### src/rtl/hilo_mdu_if.sv
// ---------------------------------------------------------------------------
// hilo_mdu_if
// Command / write-back bundle between the multicycle control unit and the
// HI/LO multiply-divide sequencer.
//
// Signals:
//   start     command strobe from the control unit
//   op        command code (MULT, MULTU, DIV, DIVU, MTHI, MTLO)
//   a, b      rs / rt operands (dividend / divisor for divides)
//   busy      sequencer is not idle; control unit holds its execute state
//   done      one-cycle pulse in the HI/LO write cycle
//   div_zero  one-cycle pulse with done when a divide had a zero divisor
//   hi_wena, hi_wdata  write port of the HI register
//   lo_wena, lo_wdata  write port of the LO register
//
// Modports:
//   master  control-unit side (drives the command)
//   slave   sequencer side (drives status and the HI/LO write ports)
// ---------------------------------------------------------------------------
interface hilo_mdu_if;
   logic        start;
   logic [2:0]  op;
   logic [31:0] a;
   logic [31:0] b;
   logic        busy;
   logic        done;
   logic        div_zero;
   logic        hi_wena;
   logic [31:0] hi_wdata;
   logic        lo_wena;
   logic [31:0] lo_wdata;

   modport master (
      output start, op, a, b,
      input  busy, done, div_zero, hi_wena, hi_wdata, lo_wena, lo_wdata
   );

   modport slave (
      input  start, op, a, b,
      output busy, done, div_zero, hi_wena, hi_wdata, lo_wena, lo_wdata
   );
endinterface

### src/rtl/hilo_mdu_ctrl.sv
// ---------------------------------------------------------------------------
// hilo_mdu_ctrl
// Iterative multiply/divide sequencer that owns every write to the HI and LO
// registers. Multiplies run a 32-step LSB-first shift-add on operand
// magnitudes; divides run a 32-step restoring division. A final FIX cycle
// applies sign correction, then a single WRITE cycle pulses the enables.
// MTHI, MTLO and divide-by-zero skip straight to WRITE.
//
// Ports:
//   clk    rising-edge clock
//   rst_n  asynchronous active-low reset; aborts any operation in flight
//   bus    hilo_mdu_if.slave: command in, busy/done/div_zero and HI/LO
//          write ports out (all registered or decoded from the state)
// ---------------------------------------------------------------------------
module hilo_mdu_ctrl (
   input  logic       clk,
   input  logic       rst_n,
   hilo_mdu_if.slave  bus
);

   localparam logic [2:0] OP_MULT  = 3'b000;
   localparam logic [2:0] OP_MULTU = 3'b001;
   localparam logic [2:0] OP_DIV   = 3'b010;
   localparam logic [2:0] OP_DIVU  = 3'b011;
   localparam logic [2:0] OP_MTHI  = 3'b100;
   localparam logic [2:0] OP_MTLO  = 3'b101;

   typedef enum logic [1:0] {
      IDLE,
      RUN,
      FIX,
      WRITE
   } state_t;

   state_t      state;
   logic [31:0] mag_a;
   logic [31:0] mag_b;
   logic        sign_a;
   logic        sign_b;
   logic        is_div;
   logic        is_signed;
   logic [63:0] acc;
   logic [4:0]  step;

   logic        done_q;
   logic        div_zero_q;
   logic        hi_wena_q;
   logic        lo_wena_q;
   logic [31:0] hi_wdata_q;
   logic [31:0] lo_wdata_q;

   // Command decode and operand magnitudes, used only on acceptance.
   // Bit 0 of the arithmetic op codes selects the unsigned variant.
   logic        cmd_signed;
   logic        a_neg;
   logic        b_neg;
   logic [31:0] a_mag_in;
   logic [31:0] b_mag_in;

   always_comb begin
      cmd_signed = ~bus.op[0];
      a_neg      = cmd_signed & bus.a[31];
      b_neg      = cmd_signed & bus.b[31];
      a_mag_in   = a_neg ? (32'd0 - bus.a) : bus.a;
      b_mag_in   = b_neg ? (32'd0 - bus.b) : bus.b;
   end

   // One iteration step of each algorithm.
   // Multiply: add the multiplicand into the upper half when the current
   // multiplier LSB is set, then shift the 65-bit {carry, acc} right by one.
   // Divide: the partial remainder lives in acc[32:0]; the dividend shifts
   // out of mag_a MSB-first while quotient bits shift in at its LSB. The
   // 34-bit difference exposes a borrow bit that decides whether to restore.
   logic [32:0] mul_sum;
   logic [32:0] div_shift;
   logic [33:0] div_diff;
   logic        div_bit;

   always_comb begin
      mul_sum   = {1'b0, acc[63:32]} + {1'b0, (mag_b[0] ? mag_a : 32'd0)};
      div_shift = {acc[31:0], mag_a[31]};
      div_diff  = {1'b0, div_shift} - {2'b0, mag_b};
      div_bit   = ~div_diff[33];
   end

   // Sign correction applied in FIX. The remainder takes the dividend's
   // sign; 0x80000000 / -1 naturally wraps back to 0x80000000.
   logic [63:0] prod_fix;
   logic [31:0] quot_fix;
   logic [31:0] rem_fix;

   always_comb begin
      prod_fix = (is_signed && (sign_a ^ sign_b)) ? (64'd0 - acc) : acc;
      quot_fix = (is_signed && (sign_a ^ sign_b)) ? (32'd0 - mag_a) : mag_a;
      rem_fix  = (is_signed && sign_a) ? (32'd0 - acc[31:0]) : acc[31:0];
   end

   // Main sequencer. Commands are only looked at in IDLE, so a start while
   // busy is simply dropped. Write-port data is left untouched outside the
   // write cycle; consumers qualify it with the enables.
   always_ff @(posedge clk or negedge rst_n) begin
      if (!rst_n) begin
         state      <= IDLE;
         mag_a      <= 32'd0;
         mag_b      <= 32'd0;
         sign_a     <= 1'b0;
         sign_b     <= 1'b0;
         is_div     <= 1'b0;
         is_signed  <= 1'b0;
         acc        <= 64'd0;
         step       <= 5'd0;
         done_q     <= 1'b0;
         div_zero_q <= 1'b0;
         hi_wena_q  <= 1'b0;
         lo_wena_q  <= 1'b0;
         hi_wdata_q <= 32'd0;
         lo_wdata_q <= 32'd0;
      end else begin
         case (state)
            IDLE: begin
               if (bus.start) begin
                  case (bus.op)
                     OP_MULT, OP_MULTU, OP_DIV, OP_DIVU: begin
                        if (bus.op[1] && (bus.b == 32'd0)) begin
                           hi_wdata_q <= bus.a;
                           lo_wdata_q <= 32'hFFFF_FFFF;
                           hi_wena_q  <= 1'b1;
                           lo_wena_q  <= 1'b1;
                           done_q     <= 1'b1;
                           div_zero_q <= 1'b1;
                           state      <= WRITE;
                        end else begin
                           mag_a     <= a_mag_in;
                           mag_b     <= b_mag_in;
                           sign_a    <= a_neg;
                           sign_b    <= b_neg;
                           is_signed <= cmd_signed;
                           is_div    <= bus.op[1];
                           acc       <= 64'd0;
                           step      <= 5'd0;
                           state     <= RUN;
                        end
                     end
                     OP_MTHI: begin
                        hi_wdata_q <= bus.a;
                        hi_wena_q  <= 1'b1;
                        done_q     <= 1'b1;
                        state      <= WRITE;
                     end
                     OP_MTLO: begin
                        lo_wdata_q <= bus.a;
                        lo_wena_q  <= 1'b1;
                        done_q     <= 1'b1;
                        state      <= WRITE;
                     end
                     default: begin
                     end
                  endcase
               end
            end
            RUN: begin
               if (is_div) begin
                  acc   <= {31'd0, (div_bit ? div_diff[32:0] : div_shift)};
                  mag_a <= {mag_a[30:0], div_bit};
               end else begin
                  acc   <= {mul_sum, acc[31:1]};
                  mag_b <= {1'b0, mag_b[31:1]};
               end
               step <= step + 5'd1;
               if (step == 5'd31) begin
                  state <= FIX;
               end
            end
            FIX: begin
               if (is_div) begin
                  hi_wdata_q <= rem_fix;
                  lo_wdata_q <= quot_fix;
               end else begin
                  hi_wdata_q <= prod_fix[63:32];
                  lo_wdata_q <= prod_fix[31:0];
               end
               hi_wena_q <= 1'b1;
               lo_wena_q <= 1'b1;
               done_q    <= 1'b1;
               state     <= WRITE;
            end
            WRITE: begin
               hi_wena_q  <= 1'b0;
               lo_wena_q  <= 1'b0;
               done_q     <= 1'b0;
               div_zero_q <= 1'b0;
               state      <= IDLE;
            end
            default: begin
               state <= IDLE;
            end
         endcase
      end
   end

   assign bus.busy     = (state != IDLE);
   assign bus.done     = done_q;
   assign bus.div_zero = div_zero_q;
   assign bus.hi_wena  = hi_wena_q;
   assign bus.lo_wena  = lo_wena_q;
   assign bus.hi_wdata = hi_wdata_q;
   assign bus.lo_wdata = lo_wdata_q;

endmodule

### src/flat_wrapper.sv
// flat-port wrapper written by rule: the top's interface ports become plain ports
module hilo_mdu_ctrl_flat 
  (clk, rst_n, bus_start, bus_op, bus_a, bus_b, bus_busy, bus_done, bus_div_zero, bus_hi_wena, bus_hi_wdata, bus_lo_wena, bus_lo_wdata);
  hilo_mdu_if bus_i ();
  input  logic clk;
  input  logic rst_n;
  input wire logic [$bits(bus_i.start)-1:0] bus_start;
  input wire logic [$bits(bus_i.op)-1:0] bus_op;
  input wire logic [$bits(bus_i.a)-1:0] bus_a;
  input wire logic [$bits(bus_i.b)-1:0] bus_b;
  output wire logic [$bits(bus_i.busy)-1:0] bus_busy;
  output wire logic [$bits(bus_i.done)-1:0] bus_done;
  output wire logic [$bits(bus_i.div_zero)-1:0] bus_div_zero;
  output wire logic [$bits(bus_i.hi_wena)-1:0] bus_hi_wena;
  output wire logic [$bits(bus_i.hi_wdata)-1:0] bus_hi_wdata;
  output wire logic [$bits(bus_i.lo_wena)-1:0] bus_lo_wena;
  output wire logic [$bits(bus_i.lo_wdata)-1:0] bus_lo_wdata;
  assign bus_i.start = bus_start;
  assign bus_i.op = bus_op;
  assign bus_i.a = bus_a;
  assign bus_i.b = bus_b;
  assign bus_busy = bus_i.busy;
  assign bus_done = bus_i.done;
  assign bus_div_zero = bus_i.div_zero;
  assign bus_hi_wena = bus_i.hi_wena;
  assign bus_hi_wdata = bus_i.hi_wdata;
  assign bus_lo_wena = bus_i.lo_wena;
  assign bus_lo_wdata = bus_i.lo_wdata;
  hilo_mdu_ctrl u_core (.clk(clk), .rst_n(rst_n), .bus(bus_i));
endmodule
### config.mk
export PLATFORM = sky130hd
export DESIGN_NAME = hilo_mdu_ctrl_flat
export DESIGN_NICKNAME = d
export VERILOG_FILES = /design/src/rtl/hilo_mdu_if.sv /design/src/rtl/hilo_mdu_ctrl.sv /design/src/flat_wrapper.sv
export SDC_FILE = /design/constraint.sdc
export NUM_CORES = 1
export LEC_CHECK = 0
export CAP_MARGIN = 10
export CORE_AREA = 2 2 180 226
export DETAILED_ROUTE_END_ITERATION = 10
export DIE_AREA = 0 0 182 228
export PLACE_DENSITY = 0.62
export SLEW_MARGIN = 5
export SYNTH_ARGS = -nofsm -noshare
export SYNTH_HDL_FRONTEND = slang
export SYNTH_SLANG_ARGS = --single-unit
### constraint.sdc
create_clock -name clk -period 2.9 [get_ports clk]
set_input_delay 0.435 -clock clk [delete_from_list [all_inputs] [get_ports clk]]
set_output_delay 0.435 -clock clk [all_outputs]
set_load 0.02 [all_outputs]
==> metrics.cfg, run 1 <==
[clock_tree]
clockRootBuffer = clkbuf_16
cts_sinks = 207
cts_buffers = 25
clock_latency_ps = 580
path_clk_slew_ps = 60
clk_path_buf_depth = 3
h-tree-depth = 1
cts_tree = yes

[place]
gp_congestion = 0.958
dpl_worst_slack_ps = -740
hpwl_mm = 52.8
port_buffers = 138

[cells_and_area]
fillCellCount = 3451
multi_input_area_um2 = 12600
fin_nets = 2881
regArea_um2 = 5180
num_antenna_cells = 0
final_layout_size_suffix_gt1_share_pct = 26.2
syn2layout_area_growth_pct = 43.1

[yosys]
synth_top_area_share_pct = 29.6
syn_nets = 2402
synth_area_leaders = dfrtp_1, a21oi_1, o21ai_0
synth_area_per_cell_um2 = 7.77
synthArstFlopShare_pct = 100
yosys_warnings = 0
synth-edff-count = 0
seq_area_frac_synth_pct = 29.6
ys_ff_latch = 207
synthesis.area_um2 = 17500
ys.flop_type = dfrtp_1
synth_largest_area_cell = dfrtp_1
synth_cell_types = 74
postSynthCellCount = 2254

[worst_setup_path]
slowest_stage = or4_4
critPathArrivalTime_ps = 3480
worstPathRequired_ps = 3360
crit_path_max_fanout = 5
crit_top_cell = or4_4
path_cells = or4_4, or4_4, or4_4, o41ai_2, xor2_1, nand2_1, o221ai_2, o21ai_1
critical_path_class = reg2reg
start_kind = flop
cp_slowest_stage_delay_ps = 560
cp-end-kind = flop

[run_status]
status = finished, violations left
violations = setup timing

[global_routing]
grtUsageTotal_pct = 33.0
grt_pass1_vias = 19500
overflow = 0
antenna_found_initial = 0
grt_start_max_net_pins = 87
grt_pass1_wl_mm = 107

[timing]
worst_pin_slew_ps = 1140
setup_viol = 7
rsz0062_at_grt = yes
skew_ps = 24.5
max_freq_mhz = 331
final_max_slew_viol_count = 0
final-hold-violation-count = 0
worst_slack_ps = -119
period_needed_ps = 3020
setup_tns_ps = -203
post-route-period-util_pct = 104
relSlewSlack_pct = 23.5

[drt]
drt-total-wl_mm = 71.0
drt-initial-drc-count = 1602
vias = 19400
vias_per_cell = 5.98
ant_nets = 0
drc = 0
wl_per_cell_um = 21.8
first_pass_iters = 6

[pwr]
p_per_area_nw_per_um2 = 1280
max-vdd-ir-drop_mv = 0.722
p_leak_nw = 11.1

[floorplanning]
core_area_um2 = 39600
die_h_um = 228
row_count = 82
die_width_um = 182
dieArea_um2 = 41500
initial_core_util_pct = 44.2
pin_count = 139

[job]
max-cap-violations = 0

[worst_hold_path]
hold_class = in2reg

==> per-stage QoR <==
stage / cell area [um2] / hold WS [ps] / power, W / utilization [%] / std cells
6_report: 25100 / 445 / 0.0321 / 63.3 / 3252
5_1_grt: 25100 / 507 / 0.0340 / 63.3 / 3252
4_1_cts: 24300 / 490 / 0.0306 / 61.4 / 3240
3_5_place_dp: 22400 / 472 / 0.0256 / 56.5 / 3164
3_3_place_gp: 22400 / 463 / 0.0252 / 56.5 / 3164
2_1_floorplan: 17700 / 139 / 0.0170 / - / 2254
==> kinds of logic (layout without fill, tap and decap cells) <==
kind of cell | count (synthesis) | count (layout) | synth area share, %
compound gates | 748 | 748 | 25.9
simple gates | 716 | 716 | 19.5
buf+inv | 237 | 731 | 5.44
xor+xnor | 211 | 211 | 10.5
flops | 207 | 207 | 29.6
fa+ha+maj | 78 | 78 | 5.66
mux | 57 | 57 | 3.39
==> power by group <==
group	switching (W)	internal [W]
Combinational	0.0127	0.0106
Clock	0.00133	0.00191
Sequential	0.00135	0.00417
==> cell usage after synthesis, types with 41 or more instances <==
cell type	number
dfrtp_1	207
xor2_1	102
o21ai_1	51
nor3_1	53
clkbuf_1	124
mux2i_1	48
nand2_1	236
nor2_1	187
a21oi_1	214
inv_1	75
o21ai_0	195
a31oi_1	41
ha_1	76
xnor2_1	109
==> area by class of cell <==
cell class	instances	share of cell area (%)
Timing Repair Buffer	614	22.1
Clock inverter	6	0.389
Inverter	75	1.13
Tap cell	504	2.52
Multi-Input combinational cell	1810	50.3
Sequential cell	207	20.7
Clock buffer	36	2.90
==> path summary, 6_finish.rpt <==
kind | start | depth (start not counted) | slack (ps) | to
max | u_core.acc[18] | 8 | -120 | u_core.bus.lo_wdata[31]
min | bus_b[16] | 6 | 440 | u_core.mag_b[16]
max reg2reg | u_core.acc[18] | 8 | -120 | u_core.bus.lo_wdata[31]
min reg2reg | u_core.bus.lo_wdata[23] | 2 | 480 | u_core.bus.lo_wdata[23]
max in group asynchronous | rst_n | 3 | 1550 | u_core.mag_b[0]
min in group asynchronous | rst_n | 2 | 510 | u_core.acc[55]
==> cell usage in the layout, fill, tap and decap left out, types with 18 or more instances in the layout <==
cell               n
o21ai_0          133
nand2_1          233
nand3_1           25
o31ai_1           30
and3_1            19
xnor2_1          103
ha_1              53
buf_4            424
nor3_1            50
mux2i_1           46
o21ai_1          102
nor2_1           182
and2_4            18
ha_4              21
nand2b_1          18
clkbuf_16         29
clkdlybuf4s50_1  132
a21oi_1          194
a21o_1            36
inv_1             72
buf_12            21
xor2_1            98
a31oi_1           33
and2_1            22
dfrtp_1          205
or3_1             25
==> registers in the layout (all words and copies together), names as in the netlist <==
signal / flops
u_core.acc: 64
u_core.bus.hi_wdata: 32
u_core.bus.lo_wdata: 32
u_core.mag_a: 32
u_core.mag_b: 32
u_core.step: 5
u_core.state: 2
u_core.bus.div_zero: 1
u_core.bus.done: 1
u_core.bus.hi_wena: 1
u_core.bus.lo_wena: 1
u_core.is_div: 1
u_core.is_signed: 1
u_core.sign_a: 1
u_core.sign_b: 1
==> repair_timing <==
item | 4_1_cts | 5_1_grt
resized for setup | 159 | 155
gates cloned | 10 | 6
hold buffers | 1 | 0
hold endpoints to repair | 60 | 0
buffers inserted | 24 | 13
setup endpoints to repair | 163 | 179
pin swaps | 40 | 82
==> worst max-delay path, delay by kind of cell, from the launching register on <==
family	cells	cell delay [ps]
AND/OR/NAND/NOR	4	1690
AO/OA/AOI/OAI	3	470
flip-flops	1	380
XOR/XNOR	1	370
==> metal layers <==
metal / wire [um] / vias up / part of all wire, % / GRT usage [%]
met3: 3790 / 288 / 5.3 / 3.70
met4: 6240 / 0 / 8.8 / 24.9
met5: 0 / - / 0 / 0
met1: 25500 / 9277 / 36 / 35.7
met2: 35400 / 788 / 50 / 58.8
li1: - / 9090 / - / -
No activity file was read; power rests on OpenSTA's default activity.
==> run 2: changes to the inputs <==
--- a/config.mk
+++ b/config.mk
@@ -10,6 +10,7 @@
 export DETAILED_ROUTE_END_ITERATION = 10
 export DIE_AREA = 0 0 182 228
 export PLACE_DENSITY = 0.62
+export RECOVER_POWER = 25
 export SLEW_MARGIN = 5
 export SYNTH_ARGS = -nofsm -noshare
 export SYNTH_HDL_FRONTEND = slang
==> run 2 against run 1 <==
The flow finishes with violations (capacitance limit, slew limit, setup timing). Routed wire length barely moved. Non-clock buffer count is the same. Register-to-register slack about the same. Global-route usage stayed put. Flip-flop and latch count is the same. Clock skew about the same. Largest cell class unchanged.
==> metrics.cfg, run 2 (same netlist as run 1, synthesis figures left out) <==
[run_status]
status = finished, violations left  ; unchanged
violations = capacitance limit, slew limit, setup timing  ; was setup timing

[place]
dpl_worst_slack_ps = -740  ; unchanged
hpwl_mm = 52.8  ; unchanged
gp_congestion = 0.958  ; unchanged
port_buffers = 138  ; unchanged

[pwr]
p_per_area_nw_per_um2 = 1280  ; about the same
p_leak_nw = 11.1  ; about the same
total_power_w = 0.0321  ; about the same
max-vdd-ir-drop_mv = 0.722  ; about the same

[global_routing]
grt_start_max_net_pins = 87  ; unchanged
grtUsageTotal_pct = 33.0  ; unchanged
grt_pass1_wl_mm = 107  ; unchanged
overflow = 0  ; unchanged
grt_pass1_vias = 19500  ; unchanged
antenna_found_initial = 0  ; unchanged

[clock_tree]
cts_sinks = 207  ; unchanged
cts_tree = yes  ; unchanged
path_clk_slew_ps = 60  ; about the same
clockRootBuffer = clkbuf_16  ; unchanged
clk_path_buf_depth = 3  ; unchanged
cts_buffers = 25  ; unchanged
clock_latency_ps = 580  ; about the same
h-tree-depth = 1  ; unchanged

[drt]
ant_nets = 0  ; unchanged
drt-total-wl_mm = 71.0  ; about the same
drt-initial-drc-count = 1603  ; was 1602
vias = 19400  ; about the same
drc = 0  ; unchanged
wl_per_cell_um = 21.8  ; about the same
first_pass_iters = 6  ; unchanged
vias_per_cell = 5.98  ; about the same

[timing]
skew_ps = 24.9  ; was 24.5 ps
worst_pin_slew_ps = 2390  ; was 1140 ps
final-hold-violation-count = 0  ; unchanged
relSlewSlack_pct = -59.3  ; was 23.5%
final_max_slew_viol_count = 87  ; was 0
finalHoldWorstSlack_ps = 445  ; about the same
max_freq_mhz = 331  ; about the same
period_needed_ps = 3020  ; about the same
setup_viol = 7  ; unchanged
post-route-period-util_pct = 104  ; about the same
worst_slack_ps = -118  ; was -119 ps
rsz0062_at_grt = yes  ; unchanged

[worst_setup_path]
cp-end-kind = flop  ; unchanged
crit_path_max_fanout = 5  ; unchanged
worstPathRequired_ps = 3360  ; about the same
start_kind = flop  ; unchanged
critical_path_class = reg2reg  ; unchanged
critPathArrivalTime_ps = 3480  ; about the same

[worst_hold_path]
hold_class = in2reg  ; unchanged

[cells_and_area]
multi_input_area_um2 = 12600  ; unchanged
top_register = u_core.acc  ; unchanged
mostFrequentLayoutCell = buf_4  ; unchanged
fin_nets = 2881  ; unchanged
fillCellCount = 3454  ; was 3451
num_antenna_cells = 0  ; unchanged
regArea_um2 = 5180  ; unchanged
final_cell_mix = buf_4, nand2_1, dfrtp_1  ; unchanged
final_layout_size_suffix_gt1_share_pct = 26.2  ; unchanged
largest_reg_flops = 64  ; unchanged
syn2layout_area_growth_pct = 43.0  ; was 43.1%

[floorplanning]
die_h_um = 228  ; unchanged
dieArea_um2 = 41500  ; unchanged
pin_count = 139  ; unchanged
core_area_um2 = 39600  ; unchanged
row_count = 82  ; unchanged
die_width_um = 182  ; unchanged
initial_core_util_pct = 44.2  ; unchanged

[job]
max-cap-violations = 1  ; was 0

[run 2: changes by cell type in the layout (fill, tap and decap cells not counted)]
cell,delta
clkbuf_8,-1
buf_4,-2
clkbuf_4,+1
buf_6,+1
clkbuf_2,+2
buf_12,-1
[run 2: per-stage QoR]
stage / setup TNS (ps) / utilization (%) / cell area, um2 / instances
4_1_cts: -166 / 61.4 / 24300 / 3240
2_1_floorplan: -1630 / - / 17700 / 2254
3_3_place_gp: -109440 / 56.5 / 22400 / 3164
3_5_place_dp: -121430 / 56.5 / 22400 / 3164
5_1_grt: -5060 / 63.2 / 25000 / 3252
6_report: -198 / 63.2 / 25000 / 3252
[run 2: layer usage]
metal,share of wire [%],GRT usage [%],wire [um],up-vias
met5,0,0,0,-
met4,8.7,24.9,6210,0
met3,5.5,3.70,3890,280
met2,50,58.8,35400,801
met1,36,35.7,25400,9268
li1,-,-,-,9092
[run 2: final cells by class]
type	count	share of cell area, %
clock inverters	6	0.390
flip-flops and latches	207	20.7
inverters	75	1.13
multi-input cells	1810	50.3
clock buffers	36	2.90
well taps	504	2.52
repair buffers	614	22.1
[run 2: final timing paths]
path,startpoint,endpoint,slack (ps),cells after the start
hold / removal,bus_b[16],u_core.mag_b[16],440,6
max in group asynchronous,rst_n,u_core.acc[47],310,3
hold reg to reg,u_core.bus.lo_wdata[23],u_core.bus.lo_wdata[23],480,2
setup / recovery,u_core.acc[18],u_core.bus.lo_wdata[31],-120,8
setup reg to reg,u_core.acc[18],u_core.bus.lo_wdata[31],-120,8
min in group asynchronous,rst_n,u_core.acc[55],1110,2
[run 2: power by group]
group / internal, W / total [W] / switching (W) / leakage [nW]
Combinational: 0.0106 / 0.0233 / 0.0127 / 8.10
Clock: 0.00191 / 0.00324 / 0.00133 / 0.403
Sequential: 0.00417 / 0.00552 / 0.00135 / 2.59
Total: 0.0167 / 0.0321 / 0.0154 / 11.1
[run 2: timing repair]
item	4_1_cts	5_1_grt
pin swaps	40	82
gates cloned	10	6
resized for setup	159	155
setup endpoints to repair	163	179
endpoints found under the hold margin	60	0
buffers inserted	24	13
hold buffers	1	0
[run 2: worst max-delay path, cell delays in order, from the launching register on]
cell	delay [ps]
dfrtp_1	380
or4_4	520
or4_4	480
or4_4	560
o41ai_2	250
xor2_1	370
nand2_1	130
o221ai_2	140
o21ai_1	80
==> run 3: changes to the inputs <==
--- a/config.mk
+++ b/config.mk
@@ -9,9 +9,9 @@
 export CORE_AREA = 2 2 180 226
 export DETAILED_ROUTE_END_ITERATION = 10
 export DIE_AREA = 0 0 182 228
+export GPL_TIMING_DRIVEN = 1
 export PLACE_DENSITY = 0.62
 export RECOVER_POWER = 25
-export SLEW_MARGIN = 5
 export SYNTH_ARGS = -nofsm -noshare
 export SYNTH_HDL_FRONTEND = slang
 export SYNTH_SLANG_ARGS = --single-unit
==> results of run 3 <==
Final layout, timing and power as in run 2 (identical DEF).
==> edit 1 (settings of run 2) <==
Reset style: synchronous (`rst_n`), changed in one clocked block. Comments in the files are not updated.
--- a/src/rtl/hilo_mdu_ctrl.sv
+++ b/src/rtl/hilo_mdu_ctrl.sv
@@ -99,5 +99,5 @@
    // busy is simply dropped. Write-port data is left untouched outside the
    // write cycle; consumers qualify it with the enables.
-   always_ff @(posedge clk or negedge rst_n) begin
+   always_ff @(posedge clk) begin
       if (!rst_n) begin
          state      <= IDLE;
Behaviour: differs if rst_n is asserted again (counterexample within 4 cycles, from zero or initial values and one cycle with rst_n low); with rst_n held inactive, the same outputs for 4 cycles.
==> edit 1 against run 2 <==
  * The flow finishes with violations (negative setup slack)
  * Sequential cell count stayed put
  * Sequential share of layout area is 3.3 points lower
  * Critical path depth is 2 higher
  * Final cell count is 0.86% lower
  * Final area is 4.5% lower
  * Synthesized area is 4.6% lower
  * Worst setup slack worse by 280 ps
  * Fmax is 8.6% lower
  * Routed wire length is 0.98% lower
  * Critical endpoint is now u_core.bus.hi_wdata[25]
Power is not compared: it rests on default switching activity, and its combinational part moved more than twofold at a synthesized area within 25%.
==> edit 1: results <==
set metrics [dict create \
    status "finished with violations" \
    violations "negative setup slack" \
    period_minus_slack_ps 3300 \
    cts_buffers 25 \
    max_stage_delay_ps 530 \
    fin_skew_ps 35.7 \
    grtUsageTotal_pct 32.2 \
    setup_violations 32 \
    clock_latency_ps 580 \
    diodes 0 \
    clk_transition_reported_paths_ps 60 \
    drt_iter0_drc 1619 \
    m1WireLength_mm 25.6 \
    cts-htree-levels 1 \
    grt_pass1_wl_mm 104 \
    synth_nets 2436 \
    met2RoutedLength_mm 34.2 \
    layout_setup_ws_ps -403 \
    fillCellCount 3553 \
    ys_seq_area_share_pct 24.8 \
    crit_fanout 5 \
    synth.area.top_cells "dfxtp_1, a21oi_1, nand2_1" \
    synthArstFlopShare_pct 0 \
    wl_mm 70.3 \
    gp_congestion 0.990 \
    worst_ep_arrival_time_ps 3730 \
    dp_hpwl_mm 52.4 \
    drive_above_1_share_pct 25.1 \
    syn_inst 2289 \
    first_global_vias 18430 \
    placed_area_um2 21400 \
    tightest_slew_ps 1000 \
    nNetsFinal 2848 \
    clock_path_buffers 3 \
    portBuffers 138 \
    largest_reg_flops 64 \
    wl_met3_mm 3.90 \
    drtPass1Iterations 5 \
    dp.cells 3144 \
    root_buffer "clkbuf_16" \
    viasPerCell 5.99 \
    top_register "u_core.acc" \
    grt_max_degree 104 \
    synth_common_cells "nand2_1, a21oi_1, dfxtp_1, nor2_1, clkbuf_1" \
    final_cells 3224 \
    hp-class "input port to flop" \
    synth_cell_type_count 81 \
]
## edit 1: cell types whose count changed after synthesis, sizes merged, moves of 32 or more
cell	before	now
o211ai	14	46
dfrtp	207	0
dfxtp	0	207
o21ai	246	143
a21oi	214	259
nand2	236	296
o22ai	17	51
clkbuf	124	159
## edit 1: metrics by stage
step	utilization, %	TNS (ps)	setup WS, ps
after global routing	60.4	-9780	-506
after floorplan	-	-1920	-300
after global placement	54.0	-55160	-520
final	60.4	-4590	-403
after CTS	58.2	-4320	-392
after detailed placement	54.0	-59630	-545
## edit 1: report_power, final
part	internal, mW	total, mW	switching [mW]
sequential	3.53	4.14	0.606
combinational	4.99	10.9	5.91
clock	2.08	3.45	1.37
## edit 1: metal layers
layer	vias up	global-route usage, %
met1	9085	35.3
li1	9076	-
met4	0	25.6
met3	315	3.69
met2	846	56.1
met5	-	0
## edit 1: worst max-delay path, delay by kind of cell, from the launching register on
family                    cells  cell delay, ps
buffers and inverters         1             160
DFF                           1             310
and+or+nand+nor               5            2030
AOI/OAI and AO/OA             3             490
xor gates and xnor gates      1             170
## edit 1: timing repair
item / 4_1_cts / 5_1_grt
cloned: 2 / 4
endpoints found under the setup margin: 89 / 104
gates resized for setup: 138 / 141
hold endpoints to repair: 0 / 0
buffers inserted: 18 / 15
pin swaps: 49 / 122
## edit 1: worst paths after layout
check	endpoint	startpoint	slack, ps	cells past startpoint
worst min-delay path	u_core.acc[4]	rst_n	260	3
worst max-delay path	u_core.bus.hi_wdata[25]	u_core.acc[37]	-400	10
worst max register to register	u_core.bus.hi_wdata[25]	u_core.acc[37]	-400	10
worst min register to register	u_core.bus.lo_wdata[10]	u_core.bus.lo_wdata[10]	450	2
## edit 1: cell type report
cell class                      instances  area, um2  area share [%]
Inverter                               70        268            1.12
Clock inverter                         13        201           0.842
Sequential cell                       207       4160            17.4
Multi-Input combinational cell       1835      12900            54.0
Clock buffer                           33        676            2.82
Timing Repair Buffer                  562       5070            21.2
Tap cell                              504        631            2.64
## edit 1: cells by family (layout without fill, tap and decap cells)
group | Yosys count | count (layout) | share of synthesized area [%]
multiplexers | 38 | 38 | 2.35
AO/OA/AOI/OAI | 784 | 784 | 29.6
AND/OR/NAND/NOR | 707 | 707 | 19.4
XOR/XNOR | 229 | 229 | 12.0
adder cells (fa/ha/maj) | 77 | 77 | 5.86
buffers and inverters | 247 | 678 | 5.91
flip-flops | 207 | 207 | 24.8
==> edit 2 (settings of run 2) <==
Made on the original files. The 4 states of `state_t` get a one-hot encoding in 4 bits.
--- a/src/rtl/hilo_mdu_ctrl.sv
+++ b/src/rtl/hilo_mdu_ctrl.sv
@@ -26,9 +26,9 @@
    localparam logic [2:0] OP_MTLO  = 3'b101;
 
-   typedef enum logic [1:0] {
-      IDLE,
-      RUN,
-      FIX,
-      WRITE
+   typedef enum logic [3:0] {
+      IDLE  = 4'b0001,
+      RUN   = 4'b0010,
+      FIX   = 4'b0100,
+      WRITE = 4'b1000
    } state_t;
 
Function: same outputs for any inputs over 4 cycles, from zero or initial values and one cycle with rst_n low; so few cycles prove little.
==> edit 2 against run 2 <==
  * The run still ends with max-capacitance violations, max-slew violations, negative setup slack left
  * Synthesized area fell by 2.5%
  * Total power fell by 1.6%
  * Sequential power fell by 1%
  * Final area rose by 2.6%
  * Die area did not move
  * Worst setup slack got worse by 190 ps
  * Synthesized cell count fell by 1.6%
  * First-iteration DRC count fell by 11%
  * Routed wire length rose by 2.3%
  * Sequential cell count rose by 2
  * Critical path type unchanged
  * Critical endpoint is now u_core.acc[62]
  * Largest cell class unchanged
  * Largest power group unchanged
==> edit 2: results <==
set metrics [dict create \
    drtPass1Iterations 5 \
    slew_viol_final 73 \
    gp_congestion 0.987 \
    dp.cells 3172 \
    synth_nets 2361 \
    synthXorXnorAreaFrac_pct 10.9 \
    p_leak_nw 11.6 \
    setup_violations 63 \
    drive_above_1_share_pct 30.6 \
    gr-usage-met3_pct 3.18 \
    max_stage_delay_ps 430 \
    status "finished with violations" \
    dp_slack_ps -820 \
    dp_hpwl_mm 51.4 \
    fin_skew_ps 25.6 \
    maxCapViolations 1 \
    nNetsFinal 2921 \
    layout_setup_ws_ps -306 \
    ir_worst_vdd_uv 724 \
    placed_area_um2 22300 \
    synth.mux.area_fraction_pct 1.92 \
    hp-class "flop to flop" \
    routedWlPerCell_um 22.0 \
    grtUsageTotal_pct 32.9 \
    vias 19444 \
    synth_compound_area_share_pct 25.7 \
    wl_met3_mm 4.30 \
    grt_pass1_wl_mm 106 \
    worst_ep_arrival_time_ps 3660 \
    violations "max-capacitance violations, max-slew violations, negative setup slack" \
    grt_antenna_before_repair 1 \
    cp_slowest_cell "dfrtp_2" \
    whs_path_depth 2 \
    tightest_slew_ps 2270 \
    m1WireLength_mm 26.4 \
]
[edit 2: final timing paths]
check,endpoint,start
hold / removal,u_core.mag_b[31],u_core.mag_b[31]
max in group asynchronous,u_core.state[0],rst_n
setup reg to reg,u_core.acc[62],u_core.mag_b[0]
min in group asynchronous,u_core.acc[45],rst_n
hold reg to reg,u_core.mag_b[31],u_core.mag_b[31]
setup / recovery,u_core.acc[62],u_core.mag_b[0]
[edit 2: critical path: cells and delay by family, from the launching register on]
kind | cells | cell delay (ps)
DFF | 1 | 430
adders and majority gates | 1 | 300
and+or+nand+nor | 4 | 560
buffers and inverters | 3 | 370
AOI/OAI and AO/OA | 6 | 1280
xor gates and xnor gates | 1 | 130
[edit 2: area by class of cell]
cell class / count / area [um2] / share of cell area [%]
multi-input cells: 1785 / 12500 / 48.6
repair buffers: 689 / 6170 / 24.0
flip-flops and latches: 209 / 5240 / 20.4
clock buffers: 28 / 657 / 2.56
well taps: 504 / 631 / 2.45
inverters: 68 / 258 / 1.00
clock inverters: 17 / 241 / 0.940
diodes: 2 / 5.00 / 0.0195
[edit 2: logic make-up (layout without fill, tap and decap cells)]
kind of cell / count (synthesis) / count (layout)
other: 0 / 2
xor gates and xnor gates: 212 / 212
adders and majority gates: 73 / 73
DFF: 209 / 209
muxes: 31 / 31
and+or+nand+nor: 724 / 726
AOI/OAI and AO/OA: 742 / 743
buffers and inverters: 227 / 802
[edit 2: where the power goes]
part,switching [mW],leakage [nW],internal [mW]
registers,1.27,2.67,4.17
logic,11.9,8.45,10.7
clock network,1.47,0.441,2.09
[edit 2: timing repair]
action,4_1_cts,5_1_grt
hold endpoints to repair,66,0
gates cloned,11,5
endpoints found under the setup margin,193,182
pin swaps,102,121
hold buffers,1,0
buffers inserted,48,32
resized for setup,215,185
